File: config.mk
export PLATFORM = sky130hd
export DESIGN_NAME = mem_responder
export DESIGN_NICKNAME = d
export VERILOG_FILES = /design/src/rtl/mem_responder.sv
export SDC_FILE = /design/constraint.sdc
export NUM_CORES = 1
export LEC_CHECK = 0
export CORE_MARGIN = 2
export CORE_UTILIZATION = 55
export DETAILED_ROUTE_END_ITERATION = 8
export GPL_TIMING_DRIVEN = 0
export PLACE_DENSITY = 0.72
export SLEW_MARGIN = 20
export SYNTH_ARGS = -nofsm -noshare
export SYNTH_HDL_FRONTEND = slang
export SYNTH_SLANG_ARGS = --single-unit
File: constraint.sdc
create_clock -name clk -period 2.14 [get_ports clk]
set_input_delay 0.214 -clock clk [delete_from_list [all_inputs] [get_ports clk]]
set_output_delay 0.214 -clock clk [all_outputs]
set_load 0.1 [all_outputs]
File: src/rtl/mem_responder.sv
// Single-port word memory with a post-reset clear sweep, registered read data and access-violation pulses.
// Optional MEM_PARITY_EN adds a per-word even-parity bit with fault injection and a read parity check.
module mem_responder #(
  parameter int ADDR_W = 5,
  parameter int DATA_W = 8,
  parameter int DEPTH  = 2**ADDR_W
) (
  input  logic              clk,
  input  logic              rst,
  input  logic              read,
  input  logic              write,
  input  logic [ADDR_W-1:0] addr,
  input  logic [DATA_W-1:0] data_in,
  output logic [DATA_W-1:0] data_out,
  input  logic              par_inject,
  output logic              busy,
  output logic              err,
  output logic              parity_err
);

  typedef enum logic {INIT, READY} state_t;

  localparam logic [ADDR_W-1:0] LAST = ADDR_W'(DEPTH - 1);

  state_t            state;
  logic [ADDR_W-1:0] sweep_cnt;
  logic [DATA_W-1:0] mem [DEPTH];
  logic              in_range;
  logic              wr_en;
  logic              rd_en;
  logic              par_bad;

  assign in_range = 32'(addr) < DEPTH;
  assign wr_en    = (state == READY) && write && in_range;
  assign rd_en    = (state == READY) && read && !write && in_range;

  // The clear sweep owns the write port until the last word is zeroed.
  always_ff @(posedge clk) begin
    if (state == INIT)
      mem[sweep_cnt] <= '0;
    else if (wr_en)
      mem[addr] <= data_in;
  end

`ifdef MEM_PARITY_EN
  logic par_mem [DEPTH];

  always_ff @(posedge clk) begin
    if (state == INIT)
      par_mem[sweep_cnt] <= 1'b0;
    else if (wr_en)
      par_mem[addr] <= (^data_in) ^ par_inject;
  end

  assign par_bad = (^mem[addr]) != par_mem[addr];
`else
  logic unused_par;
  assign unused_par = par_inject;
  assign par_bad    = 1'b0;
`endif

  always_ff @(posedge clk or posedge rst) begin
    if (rst) begin
      state      <= INIT;
      sweep_cnt  <= '0;
      busy       <= 1'b1;
      data_out   <= '0;
      err        <= 1'b0;
      parity_err <= 1'b0;
    end else begin
      err        <= 1'b0;
      parity_err <= 1'b0;
      case (state)
        INIT: begin
          sweep_cnt <= sweep_cnt + 1'b1;
          if (sweep_cnt == LAST) begin
            state     <= READY;
            busy      <= 1'b0;
            sweep_cnt <= '0;
          end
          if (read || write)
            err <= 1'b1;
        end
        READY: begin
          if (rd_en) begin
            data_out   <= mem[addr];
            parity_err <= par_bad;
          end
          // Simultaneous strobes still write; out-of-range strobes do nothing else.
          if ((read && write) || ((read || write) && !in_range))
            err <= 1'b1;
        end
        default: state <= INIT;
      endcase
    end
  end

endmodule

==> reports/qor.txt, run 1 <==
Result of the run: complete, but fails checks
Failing checks: setup timing
Register area share after synthesis: 0.7352
Signed area change from the synthesized netlist to the final layout: 16.89%
Clk_lat worst skew: 520 ps
Number of setup violations in the final report: 2
Detailed Routing Iterations Pass 1: 5
Die Y-Extent: 145.4 um
Critical Path Sink Type: flip-flop
Clock Skews: 8.528 ps
Post-CTS clock slew at the launch and capture registers of the worst setup and hold paths: 60 ps
Worst hold path type: in2async
Area of the die: 21150 sq um
Worst path arrival time: 2530 ps
Max Root-Sink Buffers: 3
Synthesized instance count: 650
Number of nets still failing antenna checks after routing: 0
Leakage power of the design: 4.792 nW
Minimum period implied by the final worst setup slack: 2141 ps
Pwr Total: 0.01134 W
Standard cell core area: 19530 sq um
Largest net degree at the start of global routing: 33
Count of flip-flops with a built-in enable after synthesis: 256
Upper clock frequency limit: 467.1 MHz
Post-synthesis instance area: 11000 sq um
Ys Warns: 0
Hold buffer count at cts: 0
Number of global-route vias before repair: 6274
Critical setup path kind: in2reg
Total count of max-transition violations in the final report: 0
Post-route setup slack: -0.9244 ps
FFs w/ async S/R, synth: 0.05882
I/O pin count: 29
Sum of net half-perimeters after detailed placement: 16220 um
Number of violations reported at the end of detailed-routing iteration 0: 521
FF-to-FF setup slack: 20 ps
Diode insertion count for antenna repair: 0
Clock tree from TritonCTS: done
Mean instance size in the synthesized netlist: 16.93 sq um
Post-synthesis register bit count: 272
Final hold violation count: 0
Actual transition at the worst max-transition pin: 964.8 ps
Number of clock sinks: 272
Final GP Congestion: 0.8696
Slew Limit Headroom: 0.3594
Post-route DRC: 0
Initial antenna violation count: 0
Accumulated negative setup slack: -1.666 ps
Peak supply drop: 0.6452 mV
Overall fraction of global-route tracks in use: 0.2361
Prevailing post-synth register cell: sky130_fd_sc_hd__edfxtp_1
H-Tree Level Count: 1
Net Count, Synth: 670
Share of the clock period used by the worst path: 1.000
Detailed Route WL: 25510 um
Global-route wire length before repair: 37220 um
Number of maximum-capacitance constraint violations: 0
IO Port Bufs: 25
Wirelength per Cell: 25.64 um
Total via count after detailed routing: 6251
Vias per Instance: 6.282
Cells on worst reg2reg path: 5
Total overflow reported by the global router: 0
Nets: 731
Num CTS Buffers: 26
Critical path endpoint: data_out[6]$_DFFE_PP0P_
Root cell of the clock tree: sky130_fd_sc_hd__clkbuf_16
Number of distinct library cells after synthesis: 40
Beginning of the worst register-to-register path: state$_DFF_PP0_
Site Rows: 51
Starting utilization of the core area: 0.5635
Critical path origin: addr[2]
Destination of the worst register-to-register timing path: mem[26][7]$_DFFE_PP_
Final standard cell utilization of the core: 0.6587
Ratio of total power to cell area: 881.4 nW/um^2
Fraction of final layout cells sized beyond drive strength 1: 0.1986
Die Width: 145.4 um
Crit path launch type: input port
Worst EP required: 2530 ps
Critical path peak fanout: 10
## stage by stage
step / hold WS, ps / instance area [sq um] / setup WS, ps / std cells
2_1_floorplan: 127.0 / 11000 / 183.5 / 650
4_1_cts: 72.75 / 12580 / -357.4 / 987
5_1_grt: 109.0 / 12860 / -9.987 / 995
6_report: 64.11 / 12860 / -0.9244 / 995
3_5_place_dp: 474.7 / 11590 / -860.9 / 940
3_3_place_gp: 472.7 / 11580 / -832.5 / 940
## final cells by class
type / count / area, sq um
plain buffers: 39 / 266.5
clock buffers: 30 / 686.9
clock inverters: 17 / 151.4
fillers: 1360 / 6665
inverters: 2 / 7.507
multi-input cells: 337 / 3005
flip-flops and latches: 272 / 8089
well taps: 265 / 331.6
repair buffers: 33 / 322.8
## flip-flops by register name, summed over array words and instances, names as in the netlist
signal / count
busy: 1
data_out: 8
err: 1
mem: 256
state: 1
sweep_cnt: 5
## what timing repair did
item                                    4_1_cts  5_1_grt
endpoints found under the setup margin      529      461
pin swaps                                     0        1
buffers inserted                              0        8
resized for setup                            64       48
## cells in the mapped netlist, types with 2 or more instances
cell	count	area share
sky130_fd_sc_hd__a22o_1	16	0.013
sky130_fd_sc_hd__mux2_2	2	0.0020
sky130_fd_sc_hd__a31oi_1	3	0.0017
sky130_fd_sc_hd__buf_6	5	0.0051
sky130_fd_sc_hd__and3_1	9	0.0051
sky130_fd_sc_hd__mux2i_1	128	0.12
sky130_fd_sc_hd__a21oi_1	21	0.0096
sky130_fd_sc_hd__inv_1	2	0.00068
sky130_fd_sc_hd__o21ai_0	4	0.0018
sky130_fd_sc_hd__and2_1	2	0.0011
sky130_fd_sc_hd__buf_1	5	0.0017
sky130_fd_sc_hd__buf_4	10	0.0068
sky130_fd_sc_hd__or2_2	2	0.0011
sky130_fd_sc_hd__a221oi_2	4	0.0055
sky130_fd_sc_hd__nor2_1	43	0.015
sky130_fd_sc_hd__ha_1	2	0.0023
sky130_fd_sc_hd__a22oi_1	34	0.023
sky130_fd_sc_hd__o41ai_2	6	0.0089
sky130_fd_sc_hd__nand2_1	14	0.0048
sky130_fd_sc_hd__nor2b_1	4	0.0023
sky130_fd_sc_hd__a221oi_1	12	0.0096
sky130_fd_sc_hd__o22ai_1	8	0.0045
sky130_fd_sc_hd__buf_2	6	0.0027
sky130_fd_sc_hd__edfxtp_1	256	0.70
sky130_fd_sc_hd__nor3_1	8	0.0036
sky130_fd_sc_hd__o41ai_1	2	0.0016
sky130_fd_sc_hd__nand2b_1	4	0.0023
sky130_fd_sc_hd__dfrtp_1	15	0.034
sky130_fd_sc_hd__clkbuf_1	11	0.0038
sky130_fd_sc_hd__buf_8	2	0.0027
## where the power goes
part | switching, W | total (W) | leakage (nW) | internal, W
logic | 0.000672 | 0.000947 | 1.53 | 0.000276
registers | 0.0000221 | 0.00588 | 2.85 | 0.00586
clock network | 0.00187 | 0.00451 | 0.409 | 0.00264
total | 0.00256 | 0.0113 | 4.79 | 0.00878
## routing by layer
metal / GRT usage / routed length (um) / share of wire / vias up
met5: 0 / 0 / 0 / -
met4: 0.09559 / 998 / 0.039 / 0
li1: - / - / - / 2710
met1: 0.3204 / 10190 / 0.40 / 3190
met3: 0.04828 / 2013 / 0.079 / 66
met2: 0.3787 / 12310 / 0.48 / 285
## how the worst min path moves through the flow
stage,start,end
after floorplan,rst,data_out[0]$_DFFE_PP0P_
after global placement,busy$_DFFE_PP1P_,busy$_DFFE_PP1P_
after detailed placement,busy$_DFFE_PP1P_,busy$_DFFE_PP1P_
after CTS,rst,err$_DFF_PP0_
after global routing,rst,err$_DFF_PP0_
final,rst,err$_DFF_PP0_
## critical path, cell delays in order
cell and delay [ps]:
sky130_fd_sc_hd__clkdlybuf4s50_1 500, sky130_fd_sc_hd__buf_4 230, sky130_fd_sc_hd__nor2b_2 300, sky130_fd_sc_hd__buf_2 390, sky130_fd_sc_hd__clkbuf_4 340, sky130_fd_sc_hd__a22oi_1 120
sky130_fd_sc_hd__a21oi_1 330, sky130_fd_sc_hd__o41ai_2 100
## logic make-up (layout without fill, tap and decap cells)
kind of cell,after synthesis,count (layout),synth area share
mux,130,130,0.1185
other cells,1,1,0.0003408
compound gates,115,115,0.08290
fa+ha+maj,3,3,0.003184
flops,272,272,0.7352
buf+inv,41,121,0.02354
simple gates,88,88,0.03639
## cell usage in the layout (no fill, tap or decap), types with 7 or more instances in the layout
| cell | instances |
|---|---|
| sky130_fd_sc_hd__a22o_1 | 16 |
| sky130_fd_sc_hd__nor3_1 | 7 |
| sky130_fd_sc_hd__buf_4 | 16 |
| sky130_fd_sc_hd__a221oi_1 | 10 |
| sky130_fd_sc_hd__nor2_1 | 10 |
| sky130_fd_sc_hd__and3_4 | 8 |
| sky130_fd_sc_hd__o22ai_1 | 8 |
| sky130_fd_sc_hd__dfrtp_1 | 15 |
| sky130_fd_sc_hd__nor2_4 | 23 |
| sky130_fd_sc_hd__clkdlybuf4s50_1 | 14 |
| sky130_fd_sc_hd__nor2_2 | 10 |
| sky130_fd_sc_hd__clkinv_1 | 9 |
| sky130_fd_sc_hd__clkbuf_16 | 27 |
| sky130_fd_sc_hd__a22oi_1 | 33 |
| sky130_fd_sc_hd__a21oi_1 | 16 |
| sky130_fd_sc_hd__nand2_1 | 14 |
| sky130_fd_sc_hd__mux2i_1 | 128 |
| sky130_fd_sc_hd__edfxtp_1 | 256 |
| sky130_fd_sc_hd__dlygate4sd2_1 | 10 |
| sky130_fd_sc_hd__clkbuf_1 | 9 |
Power figures use the tool's default switching activity.
==> inputs of run 2 (changes only) <==
HOLD_SLACK_MARGIN = 0.1   (was default)
==> reports/qor.txt, run 2 (synthesized netlist as in run 1, its figures left out) <==
Worst EP required: 2530 ps
Worst path arrival time: 2540 ps
Number of maximum-capacitance constraint violations: 0
Pwr Total: 0.01134 W
Cell Chain, Critical Path: clkdlybuf4s50_1, buf_4, nor2b_2, buf_2, clkbuf_4, a22oi_1, a21oi_1, o41ai_2
Detailed Route WL: 25630 um
Initial antenna violation count: 0
Fraction of final layout cells sized beyond drive strength 1: 0.1984
Max Root-Sink Buffers: 3
Global-route wire length before repair: 37230 um
Slew Limit Headroom: 0.3594
Clock tree from TritonCTS: done
Share of the clock period used by the worst path: 1.004
Overall fraction of global-route tracks in use: 0.2361
Critical path origin: addr[2]
DP Worst Slack: -860.9 ps
Post-CTS clock slew at the launch and capture registers of the worst setup and hold paths: 60 ps
Cell depth of the worst min-delay path: 2
H-Tree Level Count: 1
Hold Worst Slack: 391.4 ps
Clk_lat worst skew: 530 ps
Critical setup path kind: in2reg
Number of global-route vias before repair: 6279
Vias per Instance: 6.305
Largest registers: mem x256, data_out x8, sweep_cnt x5
Actual transition at the worst max-transition pin: 964.8 ps
Critical path endpoint: data_out[6]$_DFFE_PP0P_
Destination of the worst register-to-register timing path: mem[21][3]$_DFFE_PP_
Site Rows: 51
Largest net degree at the start of global routing: 33
IO Port Bufs: 25
Critical path peak fanout: 10
Crit path launch type: input port
Number of clock sinks: 272
CP max-delay cell: sky130_fd_sc_hd__clkdlybuf4s50_1
Starting utilization of the core area: 0.5635
Critical path depth: 8
Final hold violation count: 0
Beginning of the worst register-to-register path: state$_DFF_PP0_
Number of violations reported at the end of detailed-routing iteration 0: 592
Standard cell core area: 19530 sq um
Wirelength per Cell: 25.73 um
Number of setup violations in the final report: 1
Total via count after detailed routing: 6280
Worst path bufs/invs: 4
Detailed Routing Iterations Pass 1: 5
Clock Skews: 11.04 ps
Flip-flop count of the largest register after layout: 256
Post-route setup slack: -9.537 ps
Area of the die: 21150 sq um
Die Y-Extent: 145.4 um
Ratio of total power to cell area: 881.0 nW/um^2
Total overflow reported by the global router: 0
Critical Path Sink Type: flip-flop
Sum of net half-perimeters after detailed placement: 16220 um
Delay-heaviest family, CP: buffers and inverters
I/O pin count: 29
Die Width: 145.4 um
Slowest Stage Delay on Critical Path: 490 ps
Failing checks: setup timing
Peak supply drop: 0.6454 mV
Num CTS Buffers: 26
Upper clock frequency limit: 465.2 MHz
Most used cells in the layout excluding fill and tap cells: sky130_fd_sc_hd__edfxtp_1, sky130_fd_sc_hd__mux2i_1, sky130_fd_sc_hd__a22oi_1
Register with the most flip-flops: mem
Minimum period implied by the final worst setup slack: 2150 ps
Diode insertion count for antenna repair: 0
Final GP Congestion: 0.8696
Result of the run: complete, but fails checks
Nets: 732
Worst hold path type: in2reg
FF-to-FF setup slack: 20 ps
Cells on worst reg2reg path: 5
Number of nets still failing antenna checks after routing: 0
Post-route DRC: 0
Root cell of the clock tree: sky130_fd_sc_hd__clkbuf_16
Leading cell type in the layout, fill and taps excluded: sky130_fd_sc_hd__edfxtp_1
Signed area change from the synthesized netlist to the final layout: 16.98%
Total count of max-transition violations in the final report: 0
Leakage power of the design: 4.796 nW
## run 2: cell types whose count changed in the layout (fill, tap and decap cells not counted)
cell,delta
sky130_fd_sc_hd__dlygate4sd3_1,+1
## run 2: per-stage QoR
| step | utilization | area (sq um) | TNS, ps | std cells |
|---|---|---|---|---|
| after floorplan | - | 11000 | 0 | 650 |
| final | 0.6592 | 12870 | -9.537 | 996 |
| after CTS | 0.6450 | 12590 | -27010 | 988 |
| after detailed placement | 0.5935 | 11590 | -219700 | 940 |
| after global placement | 0.5933 | 11580 | -223200 | 940 |
| after global routing | 0.6592 | 12870 | -84.94 | 996 |
## run 2: area by class of cell
class                      count  area [sq um]
multi-input combinational    337          3005
timing repair buffer          34         332.8
tap                          265         331.6
clock inverter                17         151.4
inverter                       2         7.507
sequential                   272          8089
clock buffer                  30         686.9
buffer                        39         266.5
fill                        1356          6655
## run 2: repair_timing
| action | in CTS | in global routing |
|---|---|---|
| resized for setup | 64 | 48 |
| setup endpoints to repair | 529 | 461 |
| hold buffers | 1 | 0 |
| pin swaps | 0 | 1 |
| endpoints found under the hold margin | 15 | 0 |
| setup buffers | 0 | 8 |
## run 2: per-layer routing
| metal | up-vias | track usage | wire, um |
|---|---|---|---|
| met3 | 64 | 0.04828 | 2153 |
| met1 | 3189 | 0.3206 | 10160 |
| met2 | 312 | 0.3787 | 12310 |
| li1 | 2715 | - | - |
| met4 | 0 | 0.09559 | 1003 |
| met5 | - | 0 | 0 |
## run 2: power breakdown
group	internal (W)	leakage, nW	switching [W]
Clock	0.00264	0.409	0.00187
Combinational	0.000277	1.54	0.000673
Sequential	0.00586	2.85	0.0000223
Total	0.00878	4.80	0.00256
## run 2: how the worst min path moves through the flow
stage,startpoint,end,slack [ps]
finish,read,err$_DFF_PP0_,390
global route,read,err$_DFF_PP0_,390
CTS,read,err$_DFF_PP0_,380
detailed placement,busy$_DFFE_PP1P_,busy$_DFFE_PP1P_,470
global placement,busy$_DFFE_PP1P_,busy$_DFFE_PP1P_,470
floorplan,rst,data_out[0]$_DFFE_PP0P_,130
==> inputs of run 3 (changes only) <==
CORE_ASPECT_RATIO = 1.5   (was default)
==> reports/qor.txt, run 3 (synthesized netlist as in run 1, its figures left out) <==
Diode insertion count for antenna repair: 0
IO Port Bufs: 25
Vias per Instance: 6.170
Signed area change from the synthesized netlist to the final layout: 14.74%
Result of the run: complete, but fails checks
Final hold violation count: 0
Max Root-Sink Buffers: 3
Number of maximum-capacitance constraint violations: 0
Cell Chain, Critical Path: clkdlybuf4s50_1, buf_1, a32oi_4, nor2_2
Actual transition at the worst max-transition pin: 973.5 ps
Die Width: 119.5 um
Slew Limit Headroom: 0.3536
Pwr Total: 0.01080 W
Sum of net half-perimeters after detailed placement: 16430 um
Clock Skews: 13.37 ps
Slowest Stage Delay on Critical Path: 680 ps
Die Y-Extent: 177.2 um
Worst EP required: 2290 ps
Footprint of the multi-input gates: 2967 sq um
Peak supply drop: 0.6264 mV
Detailed Routing Iterations Pass 1: 5
Global-route wire length before repair: 36720 um
Most used cells in the layout excluding fill and tap cells: sky130_fd_sc_hd__edfxtp_1, sky130_fd_sc_hd__mux2i_1, sky130_fd_sc_hd__a22oi_1
Site Rows: 63
Leading cell type in the layout, fill and taps excluded: sky130_fd_sc_hd__edfxtp_1
CP max-delay cell: sky130_fd_sc_hd__clkdlybuf4s50_1
Overall fraction of global-route tracks in use: 0.2356
Number of global-route vias before repair: 6190
Worst hold path type: in2async
I/O pin count: 29
Critical setup path kind: in2reg
Nets: 724
H-Tree Level Count: 1
Ratio of total power to cell area: 855.4 nW/um^2
Num CTS Buffers: 24
Placed cell count: 935
Number of nets still failing antenna checks after routing: 0
Area of the die: 21180 sq um
Leakage power of the design: 4.696 nW
Failing checks: setup timing
Worst path arrival time: 2380 ps
Fill cell instance count of the final layout: 1405
Flip-flop count of the largest register after layout: 256
Register Area: 8089 sq um
Register with the most flip-flops: mem
Number of violations reported at the end of detailed-routing iteration 0: 621
Crit path launch type: input port
Number of setup violations in the final report: 64
Critical path peak fanout: 10
Root cell of the clock tree: sky130_fd_sc_hd__clkbuf_16
Total overflow reported by the global router: 0
Minimum period implied by the final worst setup slack: 2227 ps
Fraction of final layout cells sized beyond drive strength 1: 0.1822
Non-Filler Instances: 979
Critical Path Sink Type: flip-flop
Upper clock frequency limit: 449.0 MHz
Clock tree from TritonCTS: done
Post-route setup slack: -87.09 ps
Final GP Congestion: 0.9049
Initial antenna violation count: 0
Total via count after detailed routing: 6040
Wirelength per Cell: 25.44 um
Share of the clock period used by the worst path: 1.041
Starting utilization of the core area: 0.5583
Number of clock sinks: 272
Post-route DRC: 0
Detailed Route WL: 24910 um
Largest registers: mem x256, data_out x8, sweep_cnt x5
Post-CTS clock slew at the launch and capture registers of the worst setup and hold paths: 70 ps
Clk_lat worst skew: 520 ps
Standard cell core area: 19710 sq um
Unrepaired setup endpoints after global routing: true
Total count of max-transition violations in the final report: 0
Largest net degree at the start of global routing: 33
[run 3: cell count changes in the layout (fill, tap and decap cells not counted), sizes merged]
cell | before | now
dlygate4sd3 | 1 | 0
buf | 33 | 32
clkinvlp | 1 | 0
clkbuf | 44 | 40
bufinv | 3 | 1
clkinv | 13 | 10
[run 3: repair_timing]
item,in CTS,in global routing
gates cloned,0,0
hold buffers,0,0
buffers inserted,0,3
resized for setup,64,37
setup endpoints to repair,529,383
[run 3: routing by layer]
layer,wire [um],global-route usage,vias up
li1,-,-,2690
met1,9635,0.2915,3062
met2,13020,0.4238,228
met3,1222,0.02320,60
met4,1023,0.09657,0
met5,0,0,-
[run 3: final timing paths]
| kind | endpoint | slack, ps | depth (start not counted) | start |
|---|---|---|---|---|
| max reg2reg | mem[24][7]$_DFFE_PP_ | -40 | 5 | state$_DFF_PP0_ |
| min in group clk | err$_DFF_PP0_ | 480 | 2 | read |
| max in group asynchronous | state$_DFF_PP0_ | 1630 | 2 | rst |
| min | data_out[2]$_DFFE_PP0P_ | 90 | 2 | rst |
| min reg2reg | data_out[1]$_DFFE_PP0P_ | 490 | 2 | data_out[1]$_DFFE_PP0P_ |
| max | mem[22][0]$_DFFE_PP_ | -90 | 4 | write |
[run 3: where the power goes]
part	total, W	switching (W)	internal (W)
registers	0.00588	0.0000208	0.00586
logic	0.000925	0.000658	0.000267
clock network	0.00400	0.00176	0.00224
total	0.0108	0.00244	0.00836
[run 3: area by class of cell]
cell class                      instances  area share
Tap cell                              260     0.02577
Timing Repair Buffer                   28     0.02061
Clock buffer                           30     0.05104
Clock inverter                         11    0.005649
Sequential cell                       272      0.6407
Inverter                                2   0.0005946
Buffer                                 39     0.02061
Multi-Input combinational cell        337      0.2350
[run 3: stage by stage]
step	hold WS, ps	area [sq um]	TNS, ps	utilization	worst slack [ps]
after floorplan	127.0	11000	0	-	183.5
final	90.87	12620	-3319	0.6406	-87.09
after global routing	144.9	12620	-9831	0.6406	-172.7
after global placement	478.5	11580	-204220	0.5876	-756.9
after CTS	102.1	12450	-18960	0.6319	-266.4
after detailed placement	481.0	11580	-215710	0.5877	-767.6
[run 3: worst max-delay path: cells and delay by family]
kind,cells,cell delay [ps]
AO/OA/AOI/OAI,1,410
AND/OR/NAND/NOR,1,500
buffers and inverters,2,1240
